`src/rtl/vga_fetch_pkg.sv`:
```
// Shared constants and types for the VGA display prefetcher.
package vga_fetch_pkg;

    localparam int MEM_W        = 36;      // memory word, two pixels
    localparam int PIX_W        = 18;      // one pixel = half a word
    localparam int DEPTH        = 16;      // FIFO depth in words
    localparam int LOG_DEPTH    = 4;
    localparam int READ_LATENCY = 2;       // done_vga -> vga_pixel valid
    localparam int FRAME_WORDS  = 153600;  // 640*480/2 words per frame
    localparam int LOG_ADDR     = 18;      // word address width

    typedef enum logic [1:0] {
        ST_IDLE  = 2'd0,
        ST_FETCH = 2'd1,
        ST_DRAIN = 2'd2
    } state_t;

    // Even pixels live in the low half of a word, odd pixels in the high half.
    function automatic logic [PIX_W-1:0] pick_half(input logic [MEM_W-1:0] w,
                                                   input logic hi);
        return hi ? w[MEM_W-1:PIX_W] : w[PIX_W-1:0];
    endfunction

endpackage

```
`src/rtl/vga_fetch_sync_fifo.sv`:
```
// Single-clock word FIFO with a synchronous clear and occupancy count.
module vga_fetch_sync_fifo
    import vga_fetch_pkg::*;
#(
    parameter int W  = MEM_W,
    parameter int D  = DEPTH,
    parameter int LD = LOG_DEPTH
) (
    input  logic          clock,
    input  logic          reset,
    input  logic          clear,
    input  logic          wr_en,
    input  logic          rd_en,
    input  logic [W-1:0]  din,
    output logic [W-1:0]  dout,
    output logic          empty,
    output logic          full,
    output logic [LD:0]   count
);

    logic [W-1:0]  mem_q [D];
    logic [LD-1:0] wr_ptr_q, rd_ptr_q;
    logic [LD:0]   count_q;
    logic          do_wr, do_rd;

    assign empty = (count_q == '0);
    assign full  = (count_q == (LD+1)'(D));
    assign count = count_q;
    assign dout  = mem_q[rd_ptr_q];
    assign do_wr = wr_en && !full && !clear;
    assign do_rd = rd_en && !empty && !clear;

    // Pointer and occupancy tracking; clear empties the FIFO in one cycle.
    always_ff @(posedge clock) begin
        if (reset || clear) begin
            wr_ptr_q <= '0;
            rd_ptr_q <= '0;
            count_q  <= '0;
        end else begin
            if (do_wr) wr_ptr_q <= wr_ptr_q + LD'(1);
            if (do_rd) rd_ptr_q <= rd_ptr_q + LD'(1);
            case ({do_wr, do_rd})
                2'b10:   count_q <= count_q + (LD+1)'(1);
                2'b01:   count_q <= count_q - (LD+1)'(1);
                default: count_q <= count_q;
            endcase
        end
    end

    // Storage array; contents need no reset since count gates every read.
    always_ff @(posedge clock) begin
        if (do_wr) mem_q[wr_ptr_q] <= din;
    end

endmodule

```
`src/rtl/vga_fetch.sv`:
```
// VGA prefetcher: credit-limited sequential reads, latency tagging, word FIFO
// and two-pixels-per-word unpacking.
module vga_fetch
    import vga_fetch_pkg::*;
#(
    parameter int WORDS_PER_FRAME = FRAME_WORDS
) (
    input  logic             clock,
    input  logic             reset,
    input  logic             frame_start,
    input  logic             pixel_req,
    output logic [PIX_W-1:0] pixel_out,
    output logic             pixel_valid,
    output logic             underflow,
    output logic             vga_flag,
    input  logic             done_vga,
    input  logic [MEM_W-1:0] vga_pixel
);

    localparam logic [LOG_DEPTH+1:0] CREDIT_MAX = (LOG_DEPTH+2)'(DEPTH);
    localparam logic [LOG_ADDR-1:0]  LAST_WORD  = LOG_ADDR'(WORDS_PER_FRAME - 1);

    state_t                  state_q;
    logic [LOG_ADDR-1:0]     words_req_q;
    logic [LOG_DEPTH:0]      in_flight_q;
    logic [READ_LATENCY-1:0] lat_q;
    logic                    half_q;
    logic [PIX_W-1:0]        pixel_out_q;
    logic                    pixel_valid_q, underflow_q;

    logic [MEM_W-1:0]        fifo_dout;
    logic                    fifo_empty, fifo_full;
    logic [LOG_DEPTH:0]      fifo_count;
    logic [LOG_DEPTH+1:0]    credit;
    logic                    accept, ret, push, pop;

    // Words already buffered plus words still on their way back: requesting
    // only while this stays below DEPTH means every return has a slot.
    assign credit   = {1'b0, fifo_count} + {1'b0, in_flight_q};
    assign vga_flag = (state_q == ST_FETCH) && !frame_start && (credit < CREDIT_MAX);
    assign accept   = vga_flag && done_vga;
    assign ret      = lat_q[READ_LATENCY-1];
    assign push     = ret && !frame_start && !fifo_full;
    assign pop      = pixel_req && !fifo_empty && half_q && !frame_start;

    vga_fetch_sync_fifo #(.W(MEM_W), .D(DEPTH), .LD(LOG_DEPTH)) u_fifo (
        .clock (clock),
        .reset (reset),
        .clear (frame_start),
        .wr_en (push),
        .rd_en (pop),
        .din   (vga_pixel),
        .dout  (fifo_dout),
        .empty (fifo_empty),
        .full  (fifo_full),
        .count (fifo_count)
    );

    // Frame FSM, request counter, in-flight credit and return-tag pipeline.
    // Clearing the tag pipeline on frame_start discards stale returns.
    always_ff @(posedge clock) begin
        if (reset) begin
            state_q     <= ST_IDLE;
            words_req_q <= '0;
            in_flight_q <= '0;
            lat_q       <= '0;
        end else if (frame_start) begin
            state_q     <= ST_FETCH;
            words_req_q <= '0;
            in_flight_q <= '0;
            lat_q       <= '0;
        end else begin
            lat_q <= {lat_q[READ_LATENCY-2:0], accept};
            case ({accept, ret})
                2'b10:   in_flight_q <= in_flight_q + (LOG_DEPTH+1)'(1);
                2'b01:   in_flight_q <= in_flight_q - (LOG_DEPTH+1)'(1);
                default: in_flight_q <= in_flight_q;
            endcase
            if (accept) begin
                words_req_q <= words_req_q + LOG_ADDR'(1);
                if (state_q == ST_FETCH && words_req_q == LAST_WORD)
                    state_q <= ST_DRAIN;
            end
        end
    end

    // Pixel unpacker: low half first, then high half, popping after the high.
    always_ff @(posedge clock) begin
        if (reset) begin
            half_q        <= 1'b0;
            pixel_out_q   <= '0;
            pixel_valid_q <= 1'b0;
            underflow_q   <= 1'b0;
        end else if (frame_start) begin
            half_q        <= 1'b0;
            pixel_valid_q <= 1'b0;
            underflow_q   <= 1'b0;
        end else if (pixel_req) begin
            pixel_valid_q <= 1'b1;
            if (!fifo_empty) begin
                pixel_out_q <= pick_half(fifo_dout, half_q);
                half_q      <= ~half_q;
            end else begin
                pixel_out_q <= '0;
                underflow_q <= 1'b1;
            end
        end else begin
            pixel_valid_q <= 1'b0;
        end
    end

    assign pixel_out   = pixel_out_q;
    assign pixel_valid = pixel_valid_q;
    assign underflow   = underflow_q;

endmodule

```
`config.mk`:
```
export PLATFORM = sky130hd
export DESIGN_NAME = vga_fetch
export DESIGN_NICKNAME = d
export VERILOG_FILES = /design/src/rtl/vga_fetch_pkg.sv /design/src/rtl/vga_fetch_sync_fifo.sv /design/src/rtl/vga_fetch.sv
export SDC_FILE = /design/constraint.sdc
export NUM_CORES = 1
export LEC_CHECK = 0
export BUFFER_PORTS_ARGS = -buffer_cell sky130_fd_sc_hd__buf_2
export CAP_MARGIN = 25
export CELL_PAD_IN_SITES_DETAIL_PLACEMENT = 1
export CELL_PAD_IN_SITES_GLOBAL_PLACEMENT = 2
export CORE_MARGIN = 3
export CORE_UTILIZATION = 49
export CTS_CLUSTER_DIAMETER = 30
export DETAILED_ROUTE_END_ITERATION = 7
export PLACE_DENSITY = 0.79
export SYNTH_ARGS = -nofsm -noshare
export SYNTH_HDL_FRONTEND = slang
export SYNTH_SLANG_ARGS = --single-unit
```
`constraint.sdc`:
```
create_clock -name clock -period 6.3 [get_ports clock]
set_clock_uncertainty 0.1 [all_clocks]
set_input_delay 0.945 -clock clock [delete_from_list [all_inputs] [get_ports clock]]
set_output_delay 0.945 -clock clock [all_outputs]
set_load 0.02 [all_outputs]
```
==> flow_summary_export.csv, run 1 <==
group,metric,value,unit
yosys,async_flop_share,0,%
drt,drc_errors,0,
clock_network,clk_latency,0.68,ns
yosys,synth_top_flop_cell,"edfxtp_1",
floorplanning,rows,82,
clock_network,ctsResizeCount,0,
worst_setup_path,critical_path.cell_chain,"nor4_4 -> a211oi_1 -> nand2_1 -> nor2_4 -> buf_4",
floorplanning,io_pins,62,
drt,first_iter_violations,1158,
worst_setup_path,cp_slowest_cell,"nor2_4",
clock_network,cts.sinks,641,
yosys,synth-xor-area-share,0.525,%
floorplanning,die_x,232,um
outcome,status,"complete, no violations",
timing,fin_tns_setup,0,ns
timing,min_period_over_period,56.3,%
place,place.gp.congestion,0.766,
place,place_area,26200,um^2
timing,post-route-min-period,3.55,ns
yosys,synth_edf_count,576,
min_path,hp-class,"register to register",
cells_and_area,layout_commonest_cell,"edfxtp_1",
worst_setup_path,end_kind,"register",
clock_network,post_cts_buffers,0,
timing,hold_viol,0,
timing,setup_viol,0,
worst_setup_path,worstPathBufferInverterCount,1,
drt,post_drt_via_cell_ratio,5.87,
grt,grt_pass1_vias,14142,
worst_setup_path,cp_data_arrival_time,3.79,ns
worst_setup_path,path_max_fanout,22,
power_and_ir_drop,p_per_area,373,nW/um^2
yosys,syn_inst,1243,
drt,drt-total-wl,61400,um
clock_network,clk_root_buffer_cell,"clkbuf_16",
clock_network,clk_pin_slew_worst_paths,0.05,ns
timing,slew_headroom,32.2,%
worst_setup_path,critPathKind,"register to register",
place,numPortBuffers,61,
cells_and_area,utilization,61.1,%
timing,slew_violations,0,
yosys,synth_mux_area_share,16.3,%
timing,fmax,282,MHz
worst_setup_path,max_stage_delay,0.86,ns
floorplanning,dieArea,53800,um^2
yosys,syn_nets,1304,
clock_network,cts_tree,"done",
clock_network,cts.path.max_buffers,3,
grt,grt_max_degree,109,
drt,drt_first_pass_iters,5,
yosys,ys_types,52,
yosys,ys_ff_latch,641,
cells_and_area,final_layout_size_suffix_gt1_share,35.3,%
power_and_ir_drop,cellLeakagePower,9.83,nW
yosys,synth_compound_area_share,3.20,%
yosys,synthSimpleGateAreaFrac,2.92,%
floorplanning,start_util,49.8,%
place,dp_hpwl,33500,um
yosys,syn-mean-instance-area,20.1,um^2
worst_setup_path,crit_required,6.55,ns
clock_network,cts_buffers,120,
cells_and_area,final_cell_mix,"edfxtp_1 (576), mux4_2 (141), clkbuf_16 (127)",
yosys,synth_warnings,0,
worst_setup_path,critPathLaunchType,"register",
cells_and_area,final_cells,2184,
yosys,ys_seq_area_share,74.3,%
floorplanning,coreArea,50300,um^2
yosys,netlist_area,25000,um^2
clock_network,htree_levels,3,
cells_and_area,layout.nets,1463,
yosys,synth_top_family_by_area,"multiplexers",
timing,whs,0.330,ns
grt,grt.overflow.total,0,
place,dp_cells,1946,
clock_network,holdBufCountCts,0,
flow_run,maxCapViolCount,0,
timing,rsz0062_at_grt,"false",
drt,vias,12820,
timing,worstMarginPinSlew,1.02,ns
grt,grt_util_all_layers,23.3,%
yosys,synth_fa_ha_area_share,1.06,%
floorplanning,die_h,232,um
cells_and_area,areaGrowthSynthToFinish,22.8,%
power_and_ir_drop,ir_worst_vdd,0.314,mV
worst_setup_path,critPathTopFamily,"simple AND/OR/NAND/NOR gates",
drt,drt.antenna.violating_nets,0,
cells_and_area,fin_area,30700,um^2
grt,grt_pass1_wl,91500,um
drt,post_drt_wl_per_cell,28.1,um
grt,antenna_found_initial,4,
==> stage by stage <==
step / power [mW] / setup WS (ns)
final: 11.5 / 2.75
after global routing: 11.8 / 2.50
after CTS: 11.5 / 2.54
after detailed placement: 4.80 / 2.31
after global placement: 4.80 / 2.34
after floorplan: 4.74 / 1.64
==> cells in the mapped netlist (4+ instances only) <==
cell type  instances  area share, %
buf_2             23           0.46
mux2i_1           26            1.0
buf_4              5           0.15
edfxtp_1         576             69
a21oi_1           24           0.48
xor2_1            10           0.35
ha_1              18           0.90
a31oi_1           21           0.53
dfxtp_1           65            5.2
and3_1             4           0.10
or3_1             10           0.25
a22oi_1           14           0.42
nor3_1             7           0.14
mux4_2           141             13
o21ai_0           12           0.24
clkbuf_1          17           0.26
o211ai_1          24           0.72
buf_6             10           0.45
nand2_1           56           0.84
mux2_2            50            2.3
and2_1             4           0.10
buf_1              7           0.11
xnor2_1            5           0.18
nand3_1            7           0.14
nor2_1            45           0.68
inv_1             16           0.24
==> kinds of logic (layout without fill, tap and decap cells) <==
kind of cell               count (synthesis)  after routing
AOI/OAI and AO/OA                        115            115
xor gates and xnor gates                  15             15
other                                      0              2
buffers and inverters                     78            345
muxes                                    220            220
adders and majority gates                 20             20
DFF                                      641            641
and+or+nand+nor                          154            154
==> flip-flops by register name, summed over array words and instances, names as in the netlist, named ones only <==
name	cells
half_q	1
state_q	2
underflow	1
words_req_q	18
u_fifo.count	5
u_fifo.wr_ptr_q	4
u_fifo.rd_ptr_q	4
in_flight_q	5
pixel_out	18
lat_q	2
u_fifo.mem_q	576
pixel_valid	1
==> area by class of cell <==
| class | instances | area, um^2 |
|---|---|---|
| Antenna cell | 2 | 5.00 |
| Clock buffer | 142 | 3270 |
| Clock inverter | 88 | 1080 |
| Fill cell | 4213 | 19500 |
| Inverter | 16 | 60.1 |
| Multi-Input combinational cell | 524 | 6110 |
| Sequential cell | 641 | 18600 |
| Tap cell | 672 | 841 |
| Timing Repair Buffer | 99 | 737 |
==> final timing paths <==
| path | slack (ns) | endpoint | start | cells past startpoint |
|---|---|---|---|---|
| setup / recovery | 2.75 | u_fifo.mem_q[12][7] | u_fifo.count[0] | 5 |
| hold reg to reg | 0.33 | lat_q[1] | lat_q[0] | 1 |
| setup reg to reg | 2.75 | u_fifo.mem_q[12][7] | u_fifo.count[0] | 5 |
| hold / removal | 0.33 | lat_q[1] | lat_q[0] | 1 |
==> routing by layer <==
layer	vias up	global-route usage (%)	routed length, um
met5	-	0	13
met4	2	7.96	1600
met3	103	5.94	3930
met2	457	38.1	31000
met1	6789	30.6	24900
li1	5469	-	-
==> where the power goes <==
| group | internal (mW) | switching [mW] |
|---|---|---|
| Combinational | 0.0141 | 0.0712 |
| Sequential | 4.63 | 0.00122 |
| Clock | 4.47 | 2.27 |
| Total | 9.12 | 2.34 |
No activity file was read; power rests on OpenSTA's default activity.
==> run 2: changes to the inputs <==
==> constraint.sdc (replaced) <==
create_clock -name clock -period 3.3 [get_ports clock]
set_clock_uncertainty 0.1 [all_clocks]
set_input_delay 0.495 -clock clock [delete_from_list [all_inputs] [get_ports clock]]
set_output_delay 0.495 -clock clock [all_outputs]
set_load 0.02 [all_outputs]
==> flow_summary_export.csv, run 2 (synthesis gave the netlist of run 1 again) <==
group,metric,value,unit
worst_setup_path,end_kind,"register",
floorplanning,die_x,232,um
worst_setup_path,cp.depth,12,
flow_run,maxCapViolCount,0,
timing,min_period_over_period,92.5,%
power_and_ir_drop,cellLeakagePower,9.92,nW
drt,vias,13068,
drt,drt_first_pass_iters,5,
power_and_ir_drop,p_per_area,702,nW/um^2
worst_setup_path,ff2ff_path_depth,12,
place,preCtsSetupSlack,0.131,ns
place,place_area,26500,um^2
worst_setup_path,critPathCapture,"in_flight_q[4]",
worst_setup_path,crit_path_start,"u_fifo.count[1]",
cells_and_area,areaGrowthSynthToFinish,23.2,%
timing,fmax,328,MHz
power_and_ir_drop,seqPwrFrac,40.9,%
outcome,status,"complete, no violations",
timing,rsz0062_at_grt,"false",
clock_network,clk_pin_slew_worst_paths,0.05,ns
clock_network,clk_root_buffer_cell,"clkbuf_16",
clock_network,cts_buffers,120,
timing,setup_viol,0,
clock_network,cts.sinks,641,
worst_setup_path,critPathLaunchType,"register",
drt,drt-total-wl,62700,um
worst_setup_path,crit_path_frequent_cell,"ha_1",
worst_setup_path,timing.rr.end,"in_flight_q[4]",
drt,post_drt_wl_per_cell,28.5,um
worst_setup_path,worstPathBufferInverterCount,1,
cells_and_area,layout.nets,1481,
worst_setup_path,crit_required,3.75,ns
cells_and_area,fin_area,30800,um^2
cells_and_area,final_layout_size_suffix_gt1_share,35.7,%
worst_setup_path,critPathTopFamily,"adder cells",
cells_and_area,layout_commonest_cell,"edfxtp_1",
worst_setup_path,critical_path.cell_chain,"ha_1 -> a31o_2 -> a21oi_4 -> o211ai_1 -> ha_1 -> inv_1 -> fa_1 -> nor2b_1 -> o21ai_0 -> and3_1 -> or4_1 -> a21oi_1",
grt,grt_util_all_layers,24.0,%
clock_network,cts_tree,"done",
worst_setup_path,regToRegSetupSlack,0.25,ns
drt,post_drt_via_cell_ratio,5.94,
grt,antenna_found_initial,2,
floorplanning,rows,82,
floorplanning,die_h,232,um
place,place.gp.congestion,0.737,
worst_setup_path,rr_startpoint,"u_fifo.count[1]",
floorplanning,io_pins,62,
timing,worst_slack,0.248,ns
timing,worstMarginPinSlew,0.620,ns
place,numPortBuffers,61,
power_and_ir_drop,p_clk_share,58.4,%
timing,slew_violations,0,
worst_setup_path,cp_data_arrival_time,3.50,ns
place,dp_hpwl,32800,um
cells_and_area,final_cell_mix,"edfxtp_1 (576), mux4_2 (141), clkbuf_16 (122)",
floorplanning,dieArea,53800,um^2
power_and_ir_drop,p_sw,4.32,mW
power_and_ir_drop,p_int,17.3,mW
clock_network,htree_levels,3,
timing,slew_headroom,58.7,%
timing,post-route-min-period,3.05,ns
drt,first_iter_violations,1045,
power_and_ir_drop,swShare,20.0,%
drt,drc_errors,0,
floorplanning,coreArea,50300,um^2
worst_setup_path,cp_slowest_cell,"or4_1",
drt,drt.antenna.violating_nets,0,
power_and_ir_drop,comb_power_share,0.7,%
grt,grt_max_degree,55,
cells_and_area,largest_register_ffs,576,
worst_setup_path,critPathKind,"register to register",
clock_network,clk_latency,0.65,ns
power_and_ir_drop,ir_worst_vdd,0.732,mV
floorplanning,start_util,49.8,%
cells_and_area,largest-register,"u_fifo.mem_q",
worst_setup_path,path_max_fanout,5,
clock_network,cts.path.max_buffers,3,
grt,grt.overflow.total,0,
grt,grt_pass1_vias,14269,
min_path,hp-class,"input port to register",
grt,grt_pass1_wl,93700,um
worst_setup_path,max_stage_delay,0.39,ns
timing,hold_viol,0,
-- run 2: cell types whose count changed in the layout (fill, tap and decap cells not counted), sizes merged --
cell,previous run,this run
buf,99,117
bufinv,18,21
clkinvlp,22,14
clkbuf,142,134
clkinv,36,54
inv,28,23
diode,2,1
-- run 2: metrics by stage --
| stage | hold WS (ns) | power [mW] | util (%) | setup TNS (ns) | std cells |
|---|---|---|---|---|---|
| after CTS | 0.0236 | 21.8 | 61.3 | 0 | 2200 |
| final | 0.0546 | 21.6 | 61.3 | 0 | 2201 |
| after global routing | 0.0636 | 22.2 | 61.3 | 0 | 2200 |
| after detailed placement | 0.322 | 9.16 | 52.8 | 0 | 1970 |
| after floorplan | 0.306 | 9.04 | - | -105.64 | 1243 |
| after global placement | 0.314 | 9.15 | 52.8 | 0 | 1970 |
-- run 2: power by group through the flow --
stage / registers (mW) / clock network, mW / logic, mW
final: 8.85 / 12.6 / 0.160
after global routing: 8.84 / 13.2 / 0.178
after CTS: 8.85 / 12.8 / 0.158
after detailed placement: 9.00 / 0 / 0.156
after global placement: 9.00 / 0 / 0.144
after floorplan: 9.01 / 0 / 0.0298
-- run 2: layout make-up --
class,instances,area [um^2]
tap,672,841
sequential,641,18600
fill,4216,19400
clock inverter,96,1160
timing repair buffer,117,913
inverter,16,60.1
antenna,1,2.50
multi-input combinational,524,6120
clock buffer,134,3120
-- run 2: worst min path at each step --
stage	cells past startpoint	endpoint	slack (ns)	startpoint
6_report	3	state_q[0]	0.05	frame_start
3_5_place_dp	1	lat_q[1]	0.32	lat_q[0]
4_1_cts	3	state_q[0]	0.02	frame_start
3_3_place_gp	1	lat_q[1]	0.31	lat_q[0]
5_1_grt	3	state_q[0]	0.06	frame_start
2_1_floorplan	1	lat_q[1]	0.31	lat_q[0]
-- run 2: what timing repair did --
action | 4_1_cts | 5_1_grt
resized for setup | 0 | 2
setup buffers | 0 | 0
setup endpoints to repair | 0 | 1
hold buffers | 0 | 0
-- run 2: tightest hold or removal path: cells and delay by family --
kind,cells,cell delay [ns]
buffers and inverters,1,0.15
AOI/OAI and AO/OA,1,0.06
and+or+nand+nor,1,0.07
-- run 2: routing by layer --
metal / GRT usage [%] / routed length, um / up-vias
li1: - / - / 5500
met1: 31.8 / 25700 / 7021
met2: 40.1 / 32000 / 425
met3: 4.80 / 3150 / 120
met4: 8.13 / 1770 / 2
met5: 0 / 14 / -
==> run 3: changes to the inputs <==
--- a/config.mk
+++ b/config.mk
@@ -9,6 +9,7 @@
 export CAP_MARGIN = 25
 export CELL_PAD_IN_SITES_DETAIL_PLACEMENT = 1
 export CELL_PAD_IN_SITES_GLOBAL_PLACEMENT = 2
+export CORE_ASPECT_RATIO = 1.25
 export CORE_MARGIN = 3
 export CORE_UTILIZATION = 49
 export CTS_CLUSTER_DIAMETER = 30
==> flow_summary_export.csv, run 3 (synthesis gave the netlist of run 1 again) <==
group,metric,value,unit
outcome,status,"complete, no violations",
worst_setup_path,crit_path_frequent_cell,"ha_1",
place,dp_hpwl,34000,um
timing,hold_viol,0,
clock_network,post_cts_buffers,0,
drt,vias,13000,
worst_setup_path,path_max_fanout,5,
grt,grt_util_all_layers,23.6,%
cells_and_area,layout_commonest_cell,"edfxtp_1",
clock_network,htree_levels,3,
timing,fin_tns_setup,0,ns
timing,setup_viol,0,
cells_and_area,layout.nets,1474,
clock_network,cts_buffers,111,
worst_setup_path,cp_data_arrival_time,3.52,ns
grt,grt.overflow.total,0,
drt,first_iter_violations,1229,
worst_setup_path,cp_slowest_cell,"or4_1",
place,numPortBuffers,61,
drt,drt_first_pass_iters,5,
timing,slew_headroom,54.5,%
flow_run,maxCapViolCount,0,
floorplanning,start_util,50.2,%
drt,drt-total-wl,62600,um
clock_network,cts_tree,"done",
worst_setup_path,worstPathBufferInverterCount,0,
timing,fmax,329,MHz
power_and_ir_drop,cellLeakagePower,9.76,nW
worst_setup_path,max_stage_delay,0.47,ns
timing,rsz0062_at_grt,"false",
drt,post_drt_wl_per_cell,29.0,um
clock_network,clk_latency,0.67,ns
clock_network,clk_root_buffer_cell,"clkbuf_16",
floorplanning,coreArea,49900,um^2
clock_network,cts.path.max_buffers,3,
worst_setup_path,critical_path.cell_chain,"ha_1 -> a31o_2 -> a21oi_4 -> o211ai_1 -> ha_1 -> ha_1 -> nor2b_1 -> o21ai_0 -> a21oi_1 -> or4_1 -> a21oi_1",
place,place.gp.congestion,0.738,
grt,grt_max_degree,63,
worst_setup_path,critPathKind,"register to register",
clock_network,clk_pin_slew_worst_paths,0.05,ns
clock_network,cts.sinks,641,
grt,antenna_found_initial,5,
worst_setup_path,crit_required,3.78,ns
drt,drc_errors,0,
cells_and_area,utilization,61.1,%
drt,drt.antenna.violating_nets,0,
floorplanning,dieArea,53800,um^2
worst_setup_path,critPathTopFamily,"compound AO/OA/AOI/OAI gates",
worst_setup_path,end_kind,"register",
cells_and_area,final_cells,2160,
clock_network,ctsResizeCount,0,
clock_network,holdBufCountCts,0,
place,dp_cells,1951,
cells_and_area,areaGrowthSynthToFinish,21.9,%
place,preCtsSetupSlack,0.155,ns
timing,worst_slack,0.260,ns
floorplanning,io_pins,62,
grt,grt_pass1_vias,14376,
floorplanning,die_h,259,um
timing,slew_violations,0,
worst_setup_path,critPathLaunchType,"register",
power_and_ir_drop,totalPowerFinal,21.0,mW
cells_and_area,final_cell_mix,"edfxtp_1 (576), mux4_2 (141), clkbuf_16 (111)",
timing,post-route-min-period,3.04,ns
timing,worstMarginPinSlew,0.682,ns
power_and_ir_drop,ir_worst_vdd,0.469,mV
floorplanning,rows,91,
grt,grt_pass1_wl,93500,um
min_path,hp-class,"input port to register",
drt,post_drt_via_cell_ratio,6.02,
power_and_ir_drop,p_per_area,689,nW/um^2
cells_and_area,largest_register_ffs,576,
timing,min_period_over_period,92.1,%
floorplanning,die_x,208,um
cells_and_area,final_layout_size_suffix_gt1_share,35.0,%
cells_and_area,largest-register,"u_fifo.mem_q",
==> run 3: cell count changes in the layout (fill, tap and decap cells not counted), sizes merged <==
cell / previous run / this run
clkinv: 54 / 34
clkbuf: 134 / 124
diode: 1 / 2
buf: 117 / 119
inv: 23 / 31
bufinv: 21 / 20
==> run 3: power by group <==
part | internal [mW] | switching [mW] | leakage, nW
Clock | 7.86 | 4.13 | 1.89
Combinational | 0.0306 | 0.134 | 2.16
Sequential | 8.84 | 0.00228 | 5.70
==> run 3: area by class of cell <==
class                   count  area [um^2]
well taps                 651          815
multi-input cells         524         6120
diodes                      2         5.00
inverters                  16         60.1
fillers                  4185        19400
flip-flops and latches    641        18600
clock buffers             124         2860
clock inverters            83         1100
repair buffers            119          916
==> run 3: worst paths after layout <==
kind,from,endpoint,slack (ns),depth (start not counted)
worst max-delay path,u_fifo.count[1],in_flight_q[4],0.26,11
worst min-delay path,reset,pixel_out[5],0.10,2
worst min register to register,lat_q[0],lat_q[1],0.38,1
worst max register to register,u_fifo.count[1],in_flight_q[4],0.26,11
==> run 3: worst register-to-register path, cell delays in order (launching register included) <==
cell      delay (ns)
dfxtp_2         0.41
ha_1            0.25
a31o_2          0.27
a21oi_4         0.16
o211ai_1        0.12
ha_1            0.26
ha_1            0.32
nor2b_1         0.15
o21ai_0         0.21
a21oi_1         0.12
or4_1           0.47
a21oi_1         0.14
==> run 3: stage by stage <==
stage	hold slack [ns]	cell area (um^2)
after CTS	0.0666	30500
after floorplan	0.306	25000
after global routing	0.0939	30500
after global placement	0.317	26500
after detailed placement	0.317	26500
final	0.103	30500
==> run 3: routing by layer <==
layer / wire length [um] / GRT usage [%] / vias to the layer above
li1: - / - / 5496
met1: 25100 / 30.3 / 6911
met2: 32300 / 40.1 / 468
met3: 3350 / 4.50 / 119
met4: 1880 / 9.20 / 6
met5: 36 / 0 / -
